<file path="src/rtl/uart_tx_fifo.sv">
// uart_tx_fifo: 8N1 UART transmitter fed by a byte FIFO (valid/ready in, serial txd out).
// Latency: byte accepted at edge N into an empty FIFO with the line idle drives the start bit from edge N+2.
// Backpressure: din_ready drops while the FIFO holds FIFO_DEPTH bytes; din_valid is ignored then.
//
// Ports:
//   clk         system clock, rising edge
//   rst         asynchronous active-low reset, released synchronously to clk
//   din         byte to transmit
//   din_valid   din is valid this cycle
//   din_ready   FIFO has room; transfer on (din_valid & din_ready) at a rising edge
//   txd         serial line, idle high, driven from a flop
//   busy        a frame is on the line or bytes are queued
//   tx_done     one-cycle pulse on the last cycle of each stop bit
//   fifo_count  number of queued bytes, 0..FIFO_DEPTH
module uart_tx_fifo #(
  parameter int CLK_FREQ     = 100000000,
  parameter int BAUD         = 115200,
  parameter int CLKS_PER_BIT = CLK_FREQ / BAUD,
  parameter int FIFO_DEPTH   = 16,
  parameter int ADDR_W       = $clog2(FIFO_DEPTH)
) (
  input  logic              clk,
  input  logic              rst,
  input  logic [7:0]        din,
  input  logic              din_valid,
  output logic              din_ready,
  output logic              txd,
  output logic              busy,
  output logic              tx_done,
  output logic [ADDR_W:0]   fifo_count
);

  localparam int                BCNT_W   = $clog2(CLKS_PER_BIT);
  localparam logic [BCNT_W-1:0] BIT_LAST = BCNT_W'(CLKS_PER_BIT - 1);
  localparam logic [ADDR_W:0]   FULL     = (ADDR_W + 1)'(FIFO_DEPTH);

  typedef enum logic [1:0] {IDLE, START, DATA, STOP} state_t;

  state_t              state, state_nxt;
  logic [7:0]          mem [FIFO_DEPTH];
  logic [ADDR_W-1:0]   wr_ptr, rd_ptr;
  logic [ADDR_W:0]     count, count_nxt;
  logic                avail;
  logic                push, pop, can_pop;
  logic [BCNT_W-1:0]   bcnt;
  logic                bit_end;
  logic [2:0]          idx;
  logic [7:0]          sh;

  // ---------------- FIFO ----------------
  assign din_ready  = (count != FULL);
  assign push       = din_valid & din_ready;
  assign fifo_count = count;

  always_comb begin
    count_nxt = count;
    case ({push, pop})
      2'b10:   count_nxt = count + 1'b1;
      2'b01:   count_nxt = count - 1'b1;
      default: count_nxt = count;
    endcase
  end

  always_ff @(posedge clk) begin
    if (push) mem[wr_ptr] <= din;
  end

  // avail is the FSM's view of "FIFO non-empty": it lags count by one edge,
  // so a freshly pushed byte is only seen on the following edge. It can read
  // stale-high right after a pop, but the FSM never looks at it then (it is
  // mid-frame), and can_pop also requires count != 0.
  always_ff @(posedge clk or negedge rst) begin
    if (!rst) begin
      wr_ptr <= '0;
      rd_ptr <= '0;
      count  <= '0;
      avail  <= 1'b0;
    end else begin
      if (push) wr_ptr <= wr_ptr + 1'b1;
      if (pop)  rd_ptr <= rd_ptr + 1'b1;
      count <= count_nxt;
      avail <= (count != '0);
    end
  end

  assign can_pop = avail && (count != '0);
  assign bit_end = (bcnt == BIT_LAST);

  // ---------------- FSM: state register ----------------
  always_ff @(posedge clk or negedge rst) begin
    if (!rst) state <= IDLE;
    else      state <= state_nxt;
  end

  // ---------------- FSM: next state ----------------
  always_comb begin
    state_nxt = state;
    pop       = 1'b0;
    case (state)
      IDLE: if (can_pop) begin
        state_nxt = START;
        pop       = 1'b1;
      end
      START: if (bit_end) state_nxt = DATA;
      DATA:  if (bit_end && idx == 3'd7) state_nxt = STOP;
      STOP: if (bit_end) begin
        // Chain straight into the next start bit when a byte is waiting.
        if (can_pop) begin
          state_nxt = START;
          pop       = 1'b1;
        end else begin
          state_nxt = IDLE;
        end
      end
      default: state_nxt = IDLE;
    endcase
  end

  // ---------------- FSM: outputs ----------------
  always_comb begin
    tx_done = 1'b0;
    if (state == STOP && bit_end) tx_done = 1'b1;
  end

  // ---------------- Datapath ----------------
  always_ff @(posedge clk or negedge rst) begin
    if (!rst) begin
      txd  <= 1'b1;
      sh   <= '0;
      bcnt <= '0;
      idx  <= '0;
      busy <= 1'b0;
    end else begin
      // Built from next-state values so the flop matches the current state/count.
      busy <= (state_nxt != IDLE) || (count_nxt != '0);
      bcnt <= (state == IDLE || bit_end) ? '0 : bcnt + 1'b1;
      if (pop) begin
        sh  <= mem[rd_ptr];
        txd <= 1'b0;
      end else if (bit_end) begin
        case (state)
          START: begin
            txd <= sh[0];
            idx <= '0;
          end
          DATA: begin
            // sh[1] is the next bit because sh shifts on this same edge.
            sh  <= {1'b0, sh[7:1]};
            idx <= idx + 1'b1;
            txd <= (idx == 3'd7) ? 1'b1 : sh[1];
          end
          default: txd <= 1'b1;
        endcase
      end
    end
  end

endmodule
</file>
<file path="config.mk">
export PLATFORM = sky130hd
export DESIGN_NAME = uart_tx_fifo
export DESIGN_NICKNAME = d
export VERILOG_FILES = /design/src/rtl/uart_tx_fifo.sv
export SDC_FILE = /design/constraint.sdc
export NUM_CORES = 1
export LEC_CHECK = 0
export CAP_MARGIN = 0
export CORE_MARGIN = 2
export CORE_UTILIZATION = 61
export DETAILED_ROUTE_END_ITERATION = 10
export GPL_TIMING_DRIVEN = 0
export PLACE_DENSITY = 0.79
export SLEW_MARGIN = 20
export SYNTH_ARGS = -nofsm -noshare
export SYNTH_HDL_FRONTEND = slang
export SYNTH_SLANG_ARGS = --single-unit
export TNS_END_PERCENT = 5
</file>
<file path="constraint.sdc">
create_clock -name clk -period 4.5 [get_ports clk]
set_input_delay 0.675 -clock clk [delete_from_list [all_inputs] [get_ports clk]]
set_output_delay 0.675 -clock clk [all_outputs]
set_load 0.005 [all_outputs]
</file>
==> results of run 1 <==
## cell type report
| type | count | area share (%) |
|---|---|---|
| timing repair buffer | 20 | 2.55 |
| inverter | 8 | 0.373 |
| sequential | 167 | 59.9 |
| tap | 143 | 2.22 |
| multi-input combinational | 228 | 26.1 |
| clock buffer | 19 | 5.38 |
| clock inverter | 13 | 1.93 |
| buffer | 24 | 1.63 |
## kinds of logic after synthesis
| kind of cell | share of synthesized area [%] |
|---|---|
| mux | 13.2 |
| compound gates | 3.56 |
| simple gates | 7.21 |
| fa+ha+maj | 2.66 |
| buf+inv | 2.29 |
| flops | 68.3 |
| xor+xnor | 2.83 |
## worst max-delay path: stages, from the launching register on
cell,delay [ns]
dfrtp_1,0.39
ha_1,0.22
or3b_4,0.40
nor4_4,0.21
a21oi_1,0.15
nor3_2,0.31
buf_2,0.28
ha_1,0.18
clkbuf_1,0.27
xor2_1,0.11
ha_1,0.23
nand3b_1,0.08
o21ai_0,0.09
a221oi_1,0.39
nor2_1,0.13
and3_1,0.20
o31ai_1,0.22
## where the power goes
| part | internal [mW] | switching, mW |
|---|---|---|
| registers | 1.90 | 0.131 |
| logic | 0.696 | 0.839 |
| clock network | 0.868 | 0.562 |
| total | 3.47 | 1.53 |
## synthesized netlist by cell type (all sizes together), types with 2 or more instances
cell type  count  area [sq um]
mux2i         12           120
nor4           3          33.8
o21ai         16          80.1
and3           2          12.5
nand4          6          37.5
and2           3          18.8
edfxtp       128          3840
mux4          35           788
dfrtp         38           951
nand2b         5          31.3
xnor2         10          95.1
or4            2          15.0
nor3           8          45.0
nand3          3          15.0
inv            8          30.0
xor2          12           105
nand2         27           104
mux2           2          22.5
ha            15           188
a21oi         11          55.1
or2            2          12.5
clkbuf        12          45.0
buf           12          86.3
nor2          30           113
a211oi         7          52.6
nor2b          5          31.3
## metrics by stage
stage / instance area [sq um] / setup slack [ns] / util (%) / power [mW]
floorplan: 7060 / 1.11 / - / 3.13
global placement: 7430 / 0.718 / 65.4 / 3.50
detailed placement: 7470 / 0.591 / 65.7 / 3.57
CTS: 8050 / 0.550 / 70.8 / 5.02
global route: 8050 / 0.203 / 70.8 / 5.22
finish: 8050 / 0.530 / 70.8 / 5.00
## registers in the layout (all words and copies together) (netlist names)
name / count
state: 2
idx: 3
avail: 1
fifo_count: 5
txd: 1
bcnt: 10
mem: 128
busy: 1
sh: 8
rd_ptr: 4
wr_ptr: 4
## path summary, 6_finish.rpt
kind / to / slack, ns
max reg2reg: busy / 0.53
max: busy / 0.53
min reg2reg: bcnt[0] / 0.50
min in group clk: bcnt[0] / 0.50
min: fifo_count[3] / 0.09
max in group asynchronous: txd / 3.93
## routing by layer
layer / global-route usage (%) / vias to the layer above / wire, microns
li1: - / 1715 / -
met5: 0 / - / 0
met1: 29.2 / 1951 / 5390
met2: 40.8 / 124 / 7260
met4: 9.96 / 0 / 299
met3: 4.90 / 27 / 620
==> flow_summary_export.csv, run 1 <==
group,metric,value,unit
cells_and_area,drive_gt1_share,18.8,%
sta,finClkSkew,0.00598,ns
sta,fin_tns_setup,0,ns
worst_setup_path,crit_path_end_kind,"register",
synth,synth_edf_count,128,
detailed_routing,dr.first_iter.drc_count,348,
worst_setup_path,crit_type,"register to register",
cells_and_area,multi_input_area,0.00210,sq mm
grt,grt_pass1_vias,3919,
clock_tree,clk_latency,0.42,ns
worst_setup_path,timing.rr.start,"bcnt[0]",
cells_and_area,final_cell_mix,"edfxtp_1 (128), dfrtp_1 (38), mux4_2 (35)",
clock_tree,cts_sinks,167,
clock_tree,cts-hold-fix-buffers,0,
cells_and_area,diodes,0,
placement,numPlacedInstances,590,
sta,slew_headroom,34.6,%
detailed_routing,post-route-drc-count,0,
detailed_routing,first_pass_iters,4,
synth,ys_types,47,
grt,overflow,0,
sta,layout_min_cycle_time,3.97,ns
hold_path,hold_class,"input port to async pin",
sta,fmax,252,MHz
status,status,"completed",
synth,synth_ff_type,"edfxtp_1",
synth,synth-seq-cells,167,
worst_setup_path,required,4.82,ns
placement,dp_hpwl,8710,microns
cells_and_area,nets,492,
floorplan,die_w,112,microns
synth,synth_warnings,0,
grt,track_usage,23.5,%
clock_tree,cts_buffers,17,
worst_setup_path,cp-start-kind,"register",
worst_setup_path,crit_fanout,11,
clock_tree,cts_max_level,4,
sta,hold_viol,0,
sta,tightest_slew,0.978,ns
synth,avgSynthCellArea,16.5,sq um
synth,synth_cells,427,
flow_run,drv_cap,0,
detailed_routing,via_count,3817,
detailed_routing,ant_nets,0,
sta,rsz0062_at_grt,"no",
cells_and_area,areaGrowthSynthToFinish,14.1,%
worst_setup_path,reg2regPathDepth,16,
floorplan,die_h,112,microns
grt,grt_pass1_wl,21400,microns
detailed_routing,vias_per_cell,6.14,
power_and_ir_drop,power_density,621,mW/mm^2
power_and_ir_drop,ir_drop,448,uV
placement,port-buffer-count,19,
floorplan,start_util,62.1,%
cells_and_area,fin_cells,622,
clock_tree,cts_tree,"built",
synth,synth-async-reset-ratio,23.4,%
detailed_routing,routed_wl,13600,microns
floorplan,num_io_pins,20,
clock_tree,root_buffer,"clkbuf_16",
cells_and_area,ff_latch_area,0.00482,sq mm
clock_tree,cts_buffer_depth,2,
power_and_ir_drop,leakage,2.86,nW
clock_tree,post_cts_buffers,0,
floorplan,dieArea,0.0125,sq mm
sta,drv_slew,0,
clock_tree,cts.repair.resized,0,
floorplan,core,0.0114,sq mm
worst_setup_path,cp.arrival,4.29,ns
detailed_routing,wl_per_cell,21.8,microns
sta,setup_viol,0,
clock_tree,path_clk_slew,0.06,ns
cells_and_area,fillers,706,
worst_setup_path,cp-startpoint,"bcnt[0]",
cells_and_area,layout_commonest_cell,"edfxtp_1",
synth,netlist_area,0.00706,sq mm
grt,grt_max_degree,34,
synth,syn_nets,453,
sta,min_period_over_period,88.2,%
synth,ys_seq_area_share,68.3,%
sta,whs,0.0878,ns
floorplan,fp-row-count,39,
grt,antenna_found_initial,0,
placement,gp_congestion,0.830,
Power figures use the tool's default switching activity.
==> inputs of run 2 (changes only) <==
CORE_UTILIZATION = 50   (was 61)
PLACE_DENSITY = 0.67   (was 0.79)
==> run 2 against run 1 <==
Critical path depth unchanged. Clock-buffer cell count up 1. Clock skew increased by 0.0089 ns. Critical path type unchanged. Die area up 21%. Global-route usage fell by 4.2 points. Routed wire length down 5.6%. Largest power group unchanged. Worst setup slack improved by 0.0031 ns.
==> flow_summary_export.csv, run 2 (same netlist as run 1, synthesis figures left out) <==
group,metric,value,unit
clock_tree,cts_buffer_depth,2,
sta,setup_slack,0.534,ns
power_and_ir_drop,total_power,4.89,mW
clock_tree,root_buffer,"clkbuf_16",
sta,tightest_slew,1.04,ns
grt,grt_max_degree,22,
sta,setup_viol,0,
clock_tree,cts.repair.resized,0,
clock_tree,cts_sinks,167,
power_and_ir_drop,power_density,606,mW/mm^2
cells_and_area,layout_commonest_cell,"edfxtp_1",
sta,slew_headroom,30.6,%
clock_tree,cts_tree,"built",
cells_and_area,diodes,0,
hold_path,hold_class,"input port to async pin",
cells_and_area,final_cell_mix,"edfxtp_1 (128), dfrtp_1 (38), mux4_2 (35)",
floorplan,start_util,51.1,%
detailed_routing,wl_per_cell,19.4,microns
detailed_routing,ant_nets,0,
status,status,"completed",
power_and_ir_drop,ir_drop,349,uV
grt,grt_pass1_vias,3875,
detailed_routing,via_count,3689,
cells_and_area,largest_reg_flops,128,
clock_tree,cts_max_level,4,
placement,post-place-ws,0.536,ns
clock_tree,post_cts_buffers,0,
placement,port-buffer-count,19,
power_and_ir_drop,leakage,2.86,nW
clock_tree,cts-hold-fix-buffers,0,
sta,fin_tns_setup,0,ns
sta,min_period_over_period,88.1,%
floorplan,fp-row-count,43,
worst_setup_path,crit_path_end_kind,"register",
cells_and_area,fin_cells,659,
placement,numPlacedInstances,627,
clock_tree,cts_buffers,17,
clock_tree,clk_latency,0.44,ns
sta,layout_min_cycle_time,3.97,ns
grt,overflow,0,
worst_setup_path,r2r_slack,0.53,ns
sta,rsz0062_at_grt,"no",
floorplan,core,0.0138,sq mm
cells_and_area,fillers,1048,
detailed_routing,first_pass_iters,5,
grt,antenna_found_initial,0,
sta,hold_viol,0,
grt,track_usage,19.4,%
floorplan,dieArea,0.0151,sq mm
sta,fmax,252,MHz
worst_setup_path,cp.arrival,4.29,ns
worst_setup_path,crit_type,"register to register",
cells_and_area,ff_latch_area,0.00482,sq mm
flow_run,drv_cap,0,
cells_and_area,multi_input_area,0.00210,sq mm
cells_and_area,final_util,58.4,%
detailed_routing,dr.first_iter.drc_count,297,
cells_and_area,final_area,0.00808,sq mm
sta,finClkSkew,0.0149,ns
cells_and_area,drive_gt1_share,18.8,%
cells_and_area,biggestRegsByFlops,"mem (128), bcnt (10), sh (8)",
grt,grt_pass1_wl,20700,microns
placement,dpl_cell_area,0.00752,sq mm
floorplan,die_w,123,microns
worst_setup_path,cp-start-kind,"register",
floorplan,num_io_pins,20,
detailed_routing,routed_wl,12800,microns
floorplan,die_h,123,microns
cells_and_area,top_register,"mem",
worst_setup_path,crit_fanout,11,
sta,whs,0.215,ns
placement,dp_hpwl,8600,microns
sta,drv_slew,0,
worst_setup_path,required,4.82,ns
cells_and_area,areaGrowthSynthToFinish,14.4,%
detailed_routing,vias_per_cell,5.60,
detailed_routing,post-route-drc-count,0,
placement,gp_congestion,0.802,
clock_tree,path_clk_slew,0.06,ns
cells_and_area,nets,492,
==> run 2: changes by cell type in the layout (fill, tap and decap cells not counted), sizes merged <==
| cell | before | now |
|---|---|---|
| bufinv | 3 | 1 |
| inv | 9 | 12 |
| clkinv | 6 | 7 |
| clkbuf | 31 | 32 |
| clkinvlp | 3 | 0 |
==> run 2: path summary, 6_finish.rpt <==
check | startpoint | endpoint | depth (start not counted)
setup / recovery | bcnt[0] | busy | 16
hold / removal | rst | fifo_count[1] | 1
setup reg to reg | bcnt[0] | busy | 16
hold reg to reg | bcnt[0] | bcnt[0] | 1
max in group asynchronous | rst | txd | 2
min in group clk | bcnt[0] | bcnt[0] | 1
==> run 2: report_power, final <==
part / switching (mW) / internal [mW]
registers: 0.123 / 1.90
logic: 0.806 / 0.696
clock network: 0.600 / 0.769
==> run 2: critical path, stage by stage, from the launching register on <==
cell	delay [ns]
dfrtp_1	0.39
ha_1	0.21
or3b_4	0.40
nor4_4	0.20
a21oi_1	0.15
nor3_2	0.30
buf_2	0.28
ha_1	0.17
clkbuf_1	0.27
xor2_1	0.12
ha_1	0.23
nand3b_1	0.08
o21ai_0	0.09
a221oi_1	0.39
nor2_1	0.11
and3_1	0.19
o31ai_1	0.26
==> run 2: routing by layer <==
layer / track usage (%) / routed length, microns / part of all wire [%]
met1: 24.3 / 5430 / 42
met2: 31.7 / 6610 / 52
met3: 5.95 / 575 / 4.5
met4: 7.40 / 194 / 1.5
met5: 0 / 0 / 0
==> run 2: cell type report <==
type | instances | area share, %
well taps | 180 | 2.79
clock inverters | 12 | 1.47
repair buffers | 20 | 2.63
inverters | 8 | 0.372
multi-input cells | 228 | 26.0
flip-flops and latches | 167 | 59.7
plain buffers | 24 | 1.63
clock buffers | 20 | 5.41
